$ cat src/rtl/if_stage_pkg.sv
// Shared constants and types for the GeMIPS instruction-fetch stage.
// State encodings are plain constants so older tooling can consume them unchanged.
package if_stage_pkg;

   localparam logic [31:0] INST_NOP         = 32'h0000_0000;
   localparam logic [31:0] RESET_PC_DEFAULT = 32'h8000_0000;
   localparam logic [31:0] ADDR_ALIGN_MASK  = 32'hFFFF_FFFC;

   localparam int STALL_CNT_W = 3;

   localparam logic [1:0] ST_BOOT  = 2'd0;
   localparam logic [1:0] ST_RUN   = 2'd1;
   localparam logic [1:0] ST_STALL = 2'd2;

   typedef struct packed {
      logic [31:0] pc;
      logic [31:0] inst;
   } if_id_t;

endpackage

$ cat src/rtl/if_id_reg.sv
// IF/ID pipeline register: loads a fetched {pc, inst}, injects a bubble, or holds.
// A bubble clears both fields so decode sees a clean sll $0,$0,0.
module if_id_reg
   import if_stage_pkg::*;
(
   input  logic        clk,
   input  logic        rst,
   input  logic        load_i,
   input  logic        bubble_i,
   input  if_id_t      fetch_i,
   output logic [31:0] id_pc_o,
   output logic [31:0] id_inst_o,
   output logic        bubble_o
);

   if_id_t data_q;
   logic   bubble_q;

   always_ff @(posedge clk) begin
      if (rst) begin
         data_q   <= '{pc: 32'h0, inst: INST_NOP};
         bubble_q <= 1'b1;
      end else if (bubble_i) begin
         data_q   <= '{pc: 32'h0, inst: INST_NOP};
         bubble_q <= 1'b1;
      end else if (load_i) begin
         data_q   <= fetch_i;
         bubble_q <= 1'b0;
      end
   end

   assign id_pc_o   = data_q.pc;
   assign id_inst_o = data_q.inst;
   assign bubble_o  = bubble_q;

endmodule

$ cat src/rtl/if_stage.sv
// GeMIPS instruction fetch: PC register, BOOT/RUN/STALL control and the IF/ID register.
// Branches keep the delay slot; load-use stops refetch the held PC after the bubbles.
module if_stage
   import if_stage_pkg::*;
#(
   parameter logic [31:0] RESET_PC          = RESET_PC_DEFAULT,
   parameter int          LOAD_STALL_CYCLES = 1
) (
   input  logic        clk,
   input  logic        rst,
   input  logic        branch_flag_i,
   input  logic [31:0] target_address_i,
   input  logic        stop_req_i,
   input  logic        ext_stall_i,
   output logic [31:0] rom_addr_o,
   output logic        rom_ce_o,
   input  logic [31:0] rom_data_i,
   output logic [31:0] id_pc_o,
   output logic [31:0] id_inst_o,
   output logic        bubble_o
);

   localparam logic [STALL_CNT_W-1:0] STALL_INIT = STALL_CNT_W'(LOAD_STALL_CYCLES - 1);
   localparam logic [STALL_CNT_W-1:0] CNT_ONE    = STALL_CNT_W'(1);

   logic [31:0]            pc_q, pc_d;
   logic [1:0]             state_q, state_d;
   logic [STALL_CNT_W-1:0] cnt_q, cnt_d;
   logic                   ifid_load;
   logic                   ifid_bubble;
   if_id_t                 fetch;

   assign rom_addr_o = pc_q;
   assign rom_ce_o   = (state_q != ST_BOOT);
   assign fetch      = '{pc: pc_q, inst: rom_data_i};

   // Holding is the default; ext_stall_i simply suppresses every update below.
   always_comb begin
      pc_d        = pc_q;
      state_d     = state_q;
      cnt_d       = cnt_q;
      ifid_load   = 1'b0;
      ifid_bubble = 1'b0;
      case (state_q)
         ST_BOOT: begin
            ifid_bubble = 1'b1;
            state_d     = ST_RUN;
         end
         ST_RUN: begin
            if (ext_stall_i) begin
               ifid_load = 1'b0;
            end else if (branch_flag_i) begin
               ifid_load = 1'b1;
               pc_d      = target_address_i & ADDR_ALIGN_MASK;
            end else if (stop_req_i) begin
               ifid_bubble = 1'b1;
               if (LOAD_STALL_CYCLES > 1) begin
                  state_d = ST_STALL;
                  cnt_d   = STALL_INIT;
               end
            end else begin
               ifid_load = 1'b1;
               pc_d      = pc_q + 32'd4;
            end
         end
         ST_STALL: begin
            if (!ext_stall_i) begin
               ifid_bubble = 1'b1;
               cnt_d       = cnt_q - CNT_ONE;
               if (cnt_q == CNT_ONE) begin
                  state_d = ST_RUN;
               end
            end
         end
         default: begin
            state_d = ST_BOOT;
         end
      endcase
   end

   always_ff @(posedge clk) begin
      if (rst) begin
         pc_q    <= RESET_PC;
         state_q <= ST_BOOT;
         cnt_q   <= '0;
      end else begin
         pc_q    <= pc_d;
         state_q <= state_d;
         cnt_q   <= cnt_d;
      end
   end

   if_id_reg u_if_id_reg (
      .clk       (clk),
      .rst       (rst),
      .load_i    (ifid_load),
      .bubble_i  (ifid_bubble),
      .fetch_i   (fetch),
      .id_pc_o   (id_pc_o),
      .id_inst_o (id_inst_o),
      .bubble_o  (bubble_o)
   );

endmodule

$ cat config.mk
export PLATFORM = sky130hd
export DESIGN_NAME = if_stage
export DESIGN_NICKNAME = d
export VERILOG_FILES = /design/src/rtl/if_stage_pkg.sv /design/src/rtl/if_id_reg.sv /design/src/rtl/if_stage.sv
export SDC_FILE = /design/constraint.sdc
export NUM_CORES = 1
export LEC_CHECK = 0
export BUFFER_PORTS_ARGS = -buffer_cell sky130_fd_sc_hd__buf_2
export CAP_MARGIN = 20
export CELL_PAD_IN_SITES_DETAIL_PLACEMENT = 0
export CELL_PAD_IN_SITES_GLOBAL_PLACEMENT = 2
export CORE_UTILIZATION = 23
export CTS_CLUSTER_DIAMETER = 30
export DETAILED_ROUTE_END_ITERATION = 12
export PLACE_DENSITY_LB_ADDON = 0.08
export SYNTH_ARGS = -nofsm -noshare
export SYNTH_HDL_FRONTEND = slang
export SYNTH_SLANG_ARGS = --single-unit
export TNS_END_PERCENT = 20
$ cat constraint.sdc
create_clock -name clk -period 1.9 [get_ports clk]
set_clock_uncertainty 0.1 [all_clocks]
set_input_delay 0.19 -clock clk [delete_from_list [all_inputs] [get_ports clk]]
set_output_delay 0.19 -clock clk [all_outputs]
set_load 0.02 [all_outputs]
# Word level (Yosys, flattened, before mapping)
# Index checks and enable logic that the tools add are counted.
# word_totals
reg_bits	102
in_bits	69
out_inout_bits	98
word_cells	36
# op_classes
addsub	2
eq_ne	6
n_mux	14
n_bitwise	2
reduce_logical	6
# ops
operator	count
$mux W32	2
$add A32 B3 Y32 const B	1
$mux W1	8
$ne A2 B2 Y1 const B	3
$pmux W2 S3	1
$reduce_and A3 Y1	2
$mux W2	2
$eq A3 B1 Y1 const B	1
$pmux W1 S3	1
$sub A3 B1 Y3 const B	1
$eq A2 B1 Y1 const B	1
$eq A2 B2 Y1 const B	1
$logic_not A2 Y1	1
$not A1 Y1	2
$reduce_and A2 Y1	1
$reduce_bool A2 Y1	1
$reduce_or A2 Y1	1

# Depth between registers and ports, before layout
# Gate-level depths: netlist of the first run.
# depth
word_depth	5
mapped_depth	7
depth_no_buf	6

# Modules after synthesis
# Synthesis of the first run repeated with hierarchy kept, for this count alone.
# unflattened
cells_unflattened	486
area_unflattened_um2	4384.2
# by_module_without_submodules
mod	n_inst	cells_each	area_per_inst_um2	seq_area_each_um2
if_id_reg	1	210	2314.7	1301.2
if_stage	1	276	2069.5	620.6

# Worst setup path before layout of the first run
# OpenSTA, ideal clock, no wires.
# synth_timing
path_kind	register to register
start	reg pc_q[2] (netlist: rom_addr_o[2])
end	reg pc_q[20] (netlist: rom_addr_o[20])
setup_time_ns	0.074
arrival_ns	2.068
t_required_ns	1.726
slack_ns	-0.343
path_stages_with_launch	7
path_buffers	0
period_less_slack_ns	2.243
path_cell_list	dfxtp_1 -> ha_1 -> nand4_4 -> nor4_4 -> nand2_1 -> or4b_1 -> a31oi_1
# synth_via
elab_chain_len	3
# synth_rtl
item	line	rtl
from (decl)	if_stage.sv:26	logic [31:0] pc_q, pc_d;
from (signal assigned)	if_stage.sv:87	pc_q <= pc_d;
$add A32 B3 Y32	if_stage.sv:63	pc_d = pc_q + 32'd4;
$mux W32	if_stage.sv:55	end else if (stop_req_i) begin
$mux W32	if_stage.sv:52	end else if (branch_flag_i) begin
# Every way passes these cells. The select of a mux whose other input is x is not followed.
# A chain may end at the register's enable or synchronous reset.

# Worst setup path in the final report of the first run
# Ends and elaborated chain as after synthesis.

==> flow_summary_export.csv, run 1 <==
group,metric,value,unit
clock_network,clock_buffer_count_from_cts,9,
logic_synthesis,synthDominantAreaCellType,"dfxtp_1",
logic_synthesis,netlist_instances,551,
logic_synthesis,synth_flop_cell,"dfxtp_1",
cells_and_area,fill_cell_instance_count_of_the_final_layout,1949,
logic_synthesis,synth_largest_type_area_fraction,0.446,
die,top_level_i_o_count,167,
cells_and_area,syn2layout_area_growth,48.3,%
cells_and_area,final_net_count,835,
die,die_h,137,um
clock_network,clock-root-buffer,"clkbuf_16",
timing,layout_worst_path_cycle_share,0.953,
logic_synthesis,async_flop_share,0,
critical_path,worst_ep_arrival_time,1.99,ns
die,floorplan.die.width,137,um
clock_network,cts.repair_timing.setup_buffer_count,0,
critical_path,crit_path_max_fanout,3,
logic_synthesis,mean_syn_cell_area,7.65,um2
clock_network,numClockSinks,94,
routing,drt_first_pass_iters,4,
grt,globalRoute.totalOverflow,0,
cells_and_area,multiInputGateArea,2160,um2
power,power.density,725,nW/um2
worst_hold_path,timing.hold.worst.class,"input pin to register",
routing,drt_first_iter_violations,209,
grt,globalRouteMet3Util,0.0250,
routing,via_count,4664,
job,drv.max_cap_violation_count,0,
cells_and_area,n_antenna_cell,0,
logic_synthesis,leading_post_synthesis_cells_by_cell_area,"dfxtp_1 45%, nand2_1 13%, a21oi_1 9.6%",
timing,timing_hold_violations_final,0,
timing,timing.final.setup_violations,0,
critical_path,path_class,"register to register",
grt,grt.met1_usage,0.206,
clock_network,cts_max_level,3,
critical_path,endpoint_kind,"register",
cells_and_area,finalNonFillerCells,999,
clock_network,tritoncts,"done",
critical_path,critPathSlowestCell,"or4b_1",
grt,use_met2,0.271,
critical_path,crit_required,2.07,ns
die,row_count,49,
logic_synthesis,synth_enable_flop_cells,0,
grt,groute.usage.overall,0.161,
routing,remaining_drc_errors,0,
routing,avgRoutedWirePerCell,15.2,um
power,static-leakage-power,0.00266,uW
critical_path,timing.critical_path.from_type,"register",
logic_synthesis,synth_seq_area_share,0.446,
grt,vias_in_the_first_global_route,4376,
grt,antenna_found_initial,0,
logic_synthesis,ys_warn_count,0,
clock_network,clk_latency_worst_skew_pair,0.35,ns
timing,maxClockFrequency,0.552,GHz
timing,maxSlewViolCount,0,
routing,ant_nets,0,
critical_path,timing.critical_path.buf_inv,0,
place,port_buffers,160,
cells_and_area,layout.cells.most_common,"buf_2",
grt,busiest_layer,"met2",
critical_path,slowest_stage_delay_cp,0.47,ns
logic_synthesis,synthesis.area,4220,um2
clock_network,worst_setup_hold_path_clk_slew,0.07,ns
timing,layout_min_cycle_time,1.81,ns
place,gp_congestion,0.778,
die,effective_utilization_at_floorplan,0.235,
critical_path,cp_top_family,"simple AND/OR/NAND/NOR gates",
routing,vias_per_cell,4.67,
die,full_die_area,18900,um2
timing,grt_setup_unrepaired,"true",
outcome,status,"completed",
die,coreArea,18000,um2
cells_and_area,layout.area.seq,1890,um2
clock_network,cts.path.max_buffers,2,
critical_path,crit_path_cell_trace,"ha_2 > nand4_4 > nor4_4 > nand2_1 > or4b_1 > a31oi_1",
logic_synthesis,unique_cell_type_count_in_the_yosys_netlist,52,
power,max-vdd-ir-drop,0.000419,V
cells_and_area,drive_gt1_frac,0.318,
place,placedCellCount,949,
place,detailedPlacementHpwl,10800,um
grt,wire_length_of_the_first_global_routing_pass,23100,um
logic_synthesis,ff_latch_count_synth,94,
cells_and_area,final_cell_mix,"160 x buf_2, 147 x nand2_1, 91 x dfxtp_1",
grt,grt_start_max_net_pins,47,
power,finalPower,4540,uW
routing,postRouteWirelength,15200,um
per-layer routing:
metal,vias to the layer above,part of all wire
met5,-,0
met4,0,0.010
met3,10,0.041
met2,112,0.48
met1,2202,0.47
li1,2340,-
worst register-to-register path, cell delays in order (launching register included):
cell and delay, ns:
dfxtp_2 0.34, ha_2 0.21, nand4_4 0.14, nor4_4 0.21
nand2_1 0.11, or4b_1 0.47, a31oi_1 0.16
what timing repair did:
item                                    4_1_cts  5_1_grt
endpoints found under the hold margin        34        0
hold buffers                                 34        0
gates resized for setup                       0        2
endpoints found under the setup margin        0        4
cells by family after synthesis:
kind of cell / after synthesis / share of synthesized area
AO/OA/AOI/OAI: 145 / 0.201
adder cells (fa/ha/maj): 1 / 0.00297
buffers and inverters: 50 / 0.0519
flip-flops: 94 / 0.446
multiplexers: 9 / 0.0214
other: 1 / 0.000889
AND/OR/NAND/NOR: 251 / 0.275
path summary, 6_finish.rpt:
path / from / to / slack [ns] / depth (start not counted)
min: target_address_i[20] / rom_addr_o[20]$_SDFFE_PP0P_ / 0.02 / 3
max reg2reg: rom_addr_o[2]$_SDFFE_PP0P_ / rom_addr_o[20]$_SDFFE_PP0P_ / 0.09 / 6
min reg2reg: u_if_id_reg.bubble_o$_SDFFE_PP1P_ / u_if_id_reg.bubble_o$_SDFFE_PP1P_ / 0.35 / 1
max: rom_addr_o[2]$_SDFFE_PP0P_ / rom_addr_o[20]$_SDFFE_PP0P_ / 0.09 / 6
layout make-up:
cell class / instances / share of cell area
Multi-Input combinational cell: 410 / 0.345
Sequential cell: 94 / 0.301
Timing Repair Buffer: 247 / 0.258
Tap cell: 229 / 0.0458
Clock buffer: 10 / 0.0366
Clock inverter: 6 / 0.0114
Inverter: 3 / 0.00180
state kept, by name, indices dropped and copies added (netlist names):
signal,cells
u_if_id_reg.id_inst_o,32
rom_addr_o,30
u_if_id_reg.id_pc_o,30
state_q,1
u_if_id_reg.bubble_o,1
Yosys cell counts (2+ instances only):
master / instances
o22ai_1: 3
mux2i_1: 9
and4_1: 2
and3_1: 9
nand3_1: 14
nor3_1: 11
inv_1: 2
a22oi_1: 8
o21bai_1: 2
or3_1: 3
o21ai_0: 16
nand2b_1: 3
nand2_1: 147
or2_2: 2
nand4_1: 15
a22o_1: 6
a311oi_1: 2
a21o_1: 4
buf_4: 6
nor2_1: 28
buf_2: 6
a31oi_1: 8
a211oi_1: 4
nor4_1: 5
clkbuf_1: 33
o31ai_1: 4
dfxtp_1: 94
a21oi_1: 81
through the flow:
step           setup TNS (ns)  cell area [um2]  setup WS, ns  hold WS, ns   util
6_report                    0             6250        0.0893       0.0219  0.348
5_1_grt               -0.0199             6250       -0.0199       0.0298  0.348
4_1_cts                     0             6250        0.0720      0.00564  0.348
3_5_place_dp                0             5610        0.0935        0.338  0.312
3_3_place_gp                0             5610         0.107        0.331  0.312
2_1_floorplan          -0.111             4240       -0.0431        0.216      -
power by group:
part	switching, uW	internal, uW
sequential	38.9	2010
combinational	341	261
clock	852	1030
No activity file was read; power rests on OpenSTA's default activity.
==> inputs of run 2 (changes only) <==
- BUFFER_PORTS_ARGS: -buffer_cell sky130_fd_sc_hd__buf_2 -> not set
- CORE_UTILIZATION: 23 -> 30
- DONT_BUFFER_PORTS: not set -> 1
- GPL_TIMING_DRIVEN: not set -> 0
- SKIP_LAST_GASP: not set -> 1
==> run 2 against run 1 <==
Critical endpoint unchanged. Final area down 10%. The run now ends with negative setup slack left. Maximum frequency down 6.2%. Clock power down 7%.
==> flow_summary_export.csv, run 2 (synthesis gave the netlist of run 1 again) <==
group,metric,value,unit
clock_network,cts_max_level,3,
timing,worst_pin_slew,0.999,ns
routing,remaining_drc_errors,0,
cells_and_area,final_cell_mix,"146 x nand2_1, 81 x a21oi_1, 75 x dfxtp_1",
power,power.density,768,nW/um2
critical_path,r2r_cells,7,
routing,avgRoutedWirePerCell,18.7,um
die,full_die_area,14500,um2
cells_and_area,final_net_count,704,
clock_network,clock_buffer_count_from_cts,9,
critical_path,timing.critical_path.from_type,"register",
grt,globalRoute.totalOverflow,0,
die,effective_utilization_at_floorplan,0.313,
timing,grt_setup_unrepaired,"true",
critical_path,cp_top_family,"simple AND/OR/NAND/NOR gates",
critical_path,path_class,"register to register",
critical_path,endpoint_kind,"register",
job,drv.max_cap_violation_count,0,
clock_network,cts.path.max_buffers,2,
routing,vias_per_cell,5.27,
place,gp_congestion,0.807,
routing,drt_first_pass_iters,5,
routing,ant_nets,0,
timing,maxClockFrequency,0.518,GHz
routing,via_count,4294,
power,max-vdd-ir-drop,0.000610,V
grt,wire_length_of_the_first_global_routing_pass,23300,um
routing,drt_first_iter_violations,183,
die,coreArea,13500,um2
critical_path,cp.depth,7,
power,finalPower,4310,uW
grt,antenna_found_initial,0,
routing,postRouteWirelength,15200,um
die,floorplan.die.width,121,um
clock_network,clock-root-buffer,"clkbuf_16",
cells_and_area,layout.cells.most_common,"nand2_1",
grt,groute.usage.overall,0.211,
cells_and_area,finish.utilization,0.417,
die,row_count,42,
timing,maxSlewViolCount,0,
worst_hold_path,timing.hold.worst.class,"input pin to register",
timing,timing.final.setup_violations,1,
grt,grt_start_max_net_pins,17,
clock_network,clk_latency_worst_skew_pair,0.35,ns
critical_path,crit_path_max_fanout,8,
die,die_h,121,um
power,static-leakage-power,0.00202,uW
timing,finalWorstSetupSlack,-0.0312,ns
critical_path,most_frequent_cp_cell,"buf_6",
critical_path,timing.critical_path.buf_inv,2,
critical_path,crit_required,2.08,ns
outcome,status,"finished with violations",
die,top_level_i_o_count,167,
cells_and_area,drive_gt1_frac,0.169,
cells_and_area,n_antenna_cell,0,
critical_path,crit_path_cell_trace,"buf_6 > nand4_1 > buf_6 > nor4_4 > nand2_1 > or4b_1 > a31oi_1",
worst_hold_path,hold_path_depth,3,
clock_network,numClockSinks,94,
cells_and_area,largest_reg_flops,32,
outcome,failed_checks,"negative setup slack",
place,detailedPlacementHpwl,10500,um
grt,vias_in_the_first_global_route,4133,
critical_path,worst_ep_arrival_time,2.11,ns
critical_path,reg2reg_slack,-0.03,ns
timing,layout_min_cycle_time,1.93,ns
clock_network,tritoncts,"done",
timing,timing.slew.headroom,0.331,
timing,timing_hold_violations_final,0,
cells_and_area,syn2layout_area_growth,33.1,%
timing,layout_worst_path_cycle_share,1.02,
place,port_buffers,0,
critical_path,slowest_stage_delay_cp,0.47,ns
clock_network,worst_setup_hold_path_clk_slew,0.07,ns
critical_path,critPathSlowestCell,"or4b_1",
[run 2: cell types whose count changed in the layout (fill, tap and decap cells not counted), sizes merged]
| cell | before | now |
|---|---|---|
| buf | 213 | 34 |
| clkbuf | 10 | 43 |
| dlygate4sd3 | 34 | 49 |
| bufinv | 1 | 0 |
| clkinvlp | 2 | 3 |
[run 2: metal layers]
metal,share of wire,vias to the layer above,track usage
li1,-,2086,-
met1,0.44,2058,0.270
met2,0.47,136,0.336
met3,0.078,14,0.0708
met4,0.015,0,0.0633
met5,0,-,0
[run 2: through the flow]
stage	area, um2	hold WS (ns)	setup TNS (ns)	worst slack, ns	std cells
final	5610	0.0144	-0.0312	-0.0312	815
after global routing	5610	0.0117	-1.60	-0.179	815
after CTS	5430	0.000217	-0.458	-0.0993	801
after detailed placement	4460	0.233	-41.38	-0.588	730
after global placement	4460	0.229	-38.39	-0.552	730
after floorplan	4240	0.216	-0.111	-0.0431	554
[run 2: timing repair]
item | 4_1_cts | 5_1_grt
hold buffers | 49 | 0
endpoints found under the setup margin | 93 | 91
pin swaps | 5 | 9
hold endpoints to repair | 49 | 0
gates resized for setup | 57 | 28
buffers inserted | 6 | 14
[run 2: worst reg2reg max path: cells and delay by family (launching register included)]
family,cells,cell delay [ns]
AOI/OAI and AO/OA,1,0.16
and+or+nand+nor,4,0.92
buffers and inverters,2,0.29
DFF,1,0.39
[run 2: path summary, 6_finish.rpt]
path                                                to                                 start
setup / recovery           rom_addr_o[20]$_SDFFE_PP0P_            rom_addr_o[7]$_SDFFE_PP0P_
hold / removal              rom_addr_o[9]$_SDFFE_PP0P_                   target_address_i[9]
setup reg to reg           rom_addr_o[20]$_SDFFE_PP0P_            rom_addr_o[7]$_SDFFE_PP0P_
hold reg to reg   u_if_id_reg.id_pc_o[31]$_SDFFE_PP0P_  u_if_id_reg.id_pc_o[31]$_SDFFE_PP0P_
[run 2: report_power, final]
part           total, uW  internal [uW]  switching, uW
combinational        435            185            250
sequential          2120           2010            115
clock               1750            928            823
total               4310           3120           1190
[run 2: layout make-up]
class / instances / area [um2]
fillers: 1447 / 7840
multi-input cells: 410 / 2240
flip-flops and latches: 94 / 1920
repair buffers: 69 / 648
plain buffers: 47 / 282
clock buffers: 10 / 239
well taps: 176 / 220
clock inverters: 6 / 45.0
inverters: 3 / 11.3
==> inputs of run 3 (changes only) <==
- REMOVE_ABC_BUFFERS: not set -> 1
==> run 3 against run 2 <==
Via count is 6.3% lower. Critical path depth is 1 lower. Sequential cell count stayed put. Largest power group unchanged. Sequential power hardly changed. Critical path type unchanged. Die area stayed put. Final area is 1.6% lower. The flow finishes with violations (negative hold slack). Sequential share of layout area is 0.64 points higher. First-iteration DRC count is 1.1% lower. Clock power is 14% higher.
==> flow_summary_export.csv, run 3 (synthesis gave the netlist of run 1 again) <==
group,metric,value,unit
power,max-vdd-ir-drop,0.000471,V
power,static-leakage-power,0.00191,uW
grt,wire_length_of_the_first_global_routing_pass,21400,um
die,die_h,121,um
clock_network,clock-root-buffer,"clkbuf_16",
routing,avgRoutedWirePerCell,17.8,um
worst_hold_path,min-delay-start,"rst",
timing,maxClockFrequency,0.528,GHz
power,power.density,820,nW/um2
cells_and_area,final_net_count,662,
place,gp_congestion,0.759,
outcome,status,"finished with violations",
clock_network,tritoncts,"done",
routing,via_count,4024,
timing,timing.slew.headroom,0.345,
critical_path,critPathSlowestCell,"dfxtp_2",
routing,met2_length,6380,um
timing,timing_hold_violations_final,11,
routing,remaining_drc_errors,0,
clock_network,worst_setup_hold_path_clk_slew,0.07,ns
critical_path,slowest_stage_delay_cp,0.53,ns
critical_path,r2r-end,"rom_addr_o[31]$_SDFFE_PP1P_",
routing,postRouteWirelength,13700,um
outcome,failed_checks,"negative hold slack",
clock_network,clock_buffer_count_from_cts,9,
die,effective_utilization_at_floorplan,0.313,
routing,drt_first_iter_violations,181,
routing,highest_layer,"met4",
cells_and_area,syn2layout_area_growth,30.9,%
place,port_buffers,0,
routing,ant_nets,0,
grt,groute.usage.overall,0.191,
timing,layout_min_cycle_time,1.89,ns
routing,route.met3.wl,1010,um
critical_path,worst_setup_path_startpoint,"rom_addr_o[4]$_SDFFE_PP0P_",
routing,wl_met1,6100,um
critical_path,r2r-start,"rom_addr_o[4]$_SDFFE_PP0P_",
die,top_level_i_o_count,167,
die,row_count,42,
timing,timing.final.setup_violations,0,
critical_path,reg2reg_slack,0.007,ns
die,coreArea,13500,um2
critical_path,timing.critical_path.from_type,"register",
die,full_die_area,14500,um2
timing,worst_pin_slew,0.979,ns
grt,grt_start_max_net_pins,73,
grt,antenna_found_initial,1,
clock_network,cts.path.max_buffers,2,
worst_hold_path,timing.hold.worst.class,"input pin to register",
critical_path,crit_path_max_fanout,11,
critical_path,path_class,"register to register",
critical_path,most_frequent_cp_cell,"nand4_1",
grt,vias_in_the_first_global_route,3920,
cells_and_area,finish.utilization,0.410,
job,drv.max_cap_violation_count,0,
critical_path,worst_ep_arrival_time,2.03,ns
cells_and_area,layout.cells.most_common,"nand2_1",
worst_hold_path,hold_path_depth,2,
cells_and_area,n_antenna_cell,0,
timing,whs,-0.0322,ns
grt,globalRoute.totalOverflow,0,
clock_network,clk_latency_worst_skew_pair,0.35,ns
timing,grt_setup_unrepaired,"true",
clock_network,cts_max_level,3,
critical_path,crit_path_cell_trace,"nand4_1 > nor4_4 > buf_4 > nand4_1 > mux2i_1 > nor3_1",
critical_path,crit_required,2.04,ns
cells_and_area,largest_reg_flops,32,
clock_network,post_cts_hold_buffers,54,
clock_network,numClockSinks,94,
cells_and_area,drive_gt1_frac,0.138,
routing,drt_first_pass_iters,5,
die,floorplan.die.width,121,um
timing,maxSlewViolCount,0,
timing,final.setup.tns,0,ns
place,detailedPlacementHpwl,8790,um
critical_path,endpoint_kind,"register",
cells_and_area,final_cell_mix,"145 x nand2_1, 79 x a21oi_1, 74 x dfxtp_1",
routing,vias_per_cell,5.21,
worst_hold_path,min_to,"rom_addr_o[28]$_SDFFE_PP0P_",
timing,layout_worst_path_cycle_share,0.997,
critical_path,r2r_cells,6,
[run 3: cell count changes in the layout (fill, tap and decap cells not counted), sizes merged]
cell / before / now
buf: 34 / 21
dlygate4sd3: 49 / 53
clkinv: 3 / 1
inv: 3 / 5
bufinv: 0 / 2
clkbuf: 43 / 9
clkinvlp: 3 / 1
[run 3: cell type report]
type,instances,area [um2]
Clock buffer,9,225
Inverter,3,11.3
Timing Repair Buffer,74,773
Fill cell,1420,7930
Tap cell,176,220
Multi-Input combinational cell,410,2270
Clock inverter,6,93.8
Sequential cell,94,1930
[run 3: worst max path at each step]
stage / endpoint / cells after the start / slack (ns)
3_3_place_gp: rom_addr_o[23]$_SDFFE_PP0P_ / 5 / -6.73
6_report: rom_addr_o[31]$_SDFFE_PP1P_ / 6 / 0.007
2_1_floorplan: rom_addr_o[23]$_SDFFE_PP0P_ / 5 / -3.21
4_1_cts: rom_addr_o[20]$_SDFFE_PP0P_ / 6 / -0.005
5_1_grt: rom_addr_o[31]$_SDFFE_PP1P_ / 6 / -0.1
3_5_place_dp: rom_addr_o[24]$_SDFFE_PP0P_ / 6 / -0.86
[run 3: stage by stage]
stage / instances / cell area, um2 / hold slack, ns / power (uW) / setup slack (ns)
6_report: 772 / 5520 / -0.0322 / 4530 / 0.00661
2_1_floorplan: 507 / 4020 / 0.159 / 2340 / -3.21
4_1_cts: 770 / 5450 / -0.0306 / 4600 / -0.00507
3_5_place_dp: 693 / 4410 / 0.166 / 2460 / -0.863
5_1_grt: 772 / 5520 / -0.0211 / 4700 / -0.0959
3_3_place_gp: 683 / 4240 / 0.165 / 2420 / -6.73
[run 3: power breakdown]
part | total (uW) | switching [uW] | internal [uW]
Combinational | 396 | 206 | 190
Sequential | 2130 | 124 | 2010
Clock | 2000 | 836 | 1160
Total | 4530 | 1170 | 3360
[run 3: worst max-delay path: cells and delay by family (launching register included)]
kind                   cells  cell delay [ns]
AND/OR/NAND/NOR            4             0.73
multiplexers               1             0.20
buffers and inverters      1             0.22
flip-flops                 1             0.53
[run 3: metal layers]
metal / GRT usage / up-vias
li1: - / 2011
met2: 0.314 / 128
met3: 0.0533 / 15
met5: 0 / -
met1: 0.235 / 1870
met4: 0.0779 / 0
[run 3: timing repair]
| action | 4_1_cts | 5_1_grt |
|---|---|---|
| pin swaps | 6 | 7 |
| resized for setup | 39 | 13 |
| setup buffers | 8 | 2 |
| endpoints found under the hold margin | 62 | 11 |
| gates cloned | 0 | 0 |
| endpoints found under the setup margin | 79 | 19 |
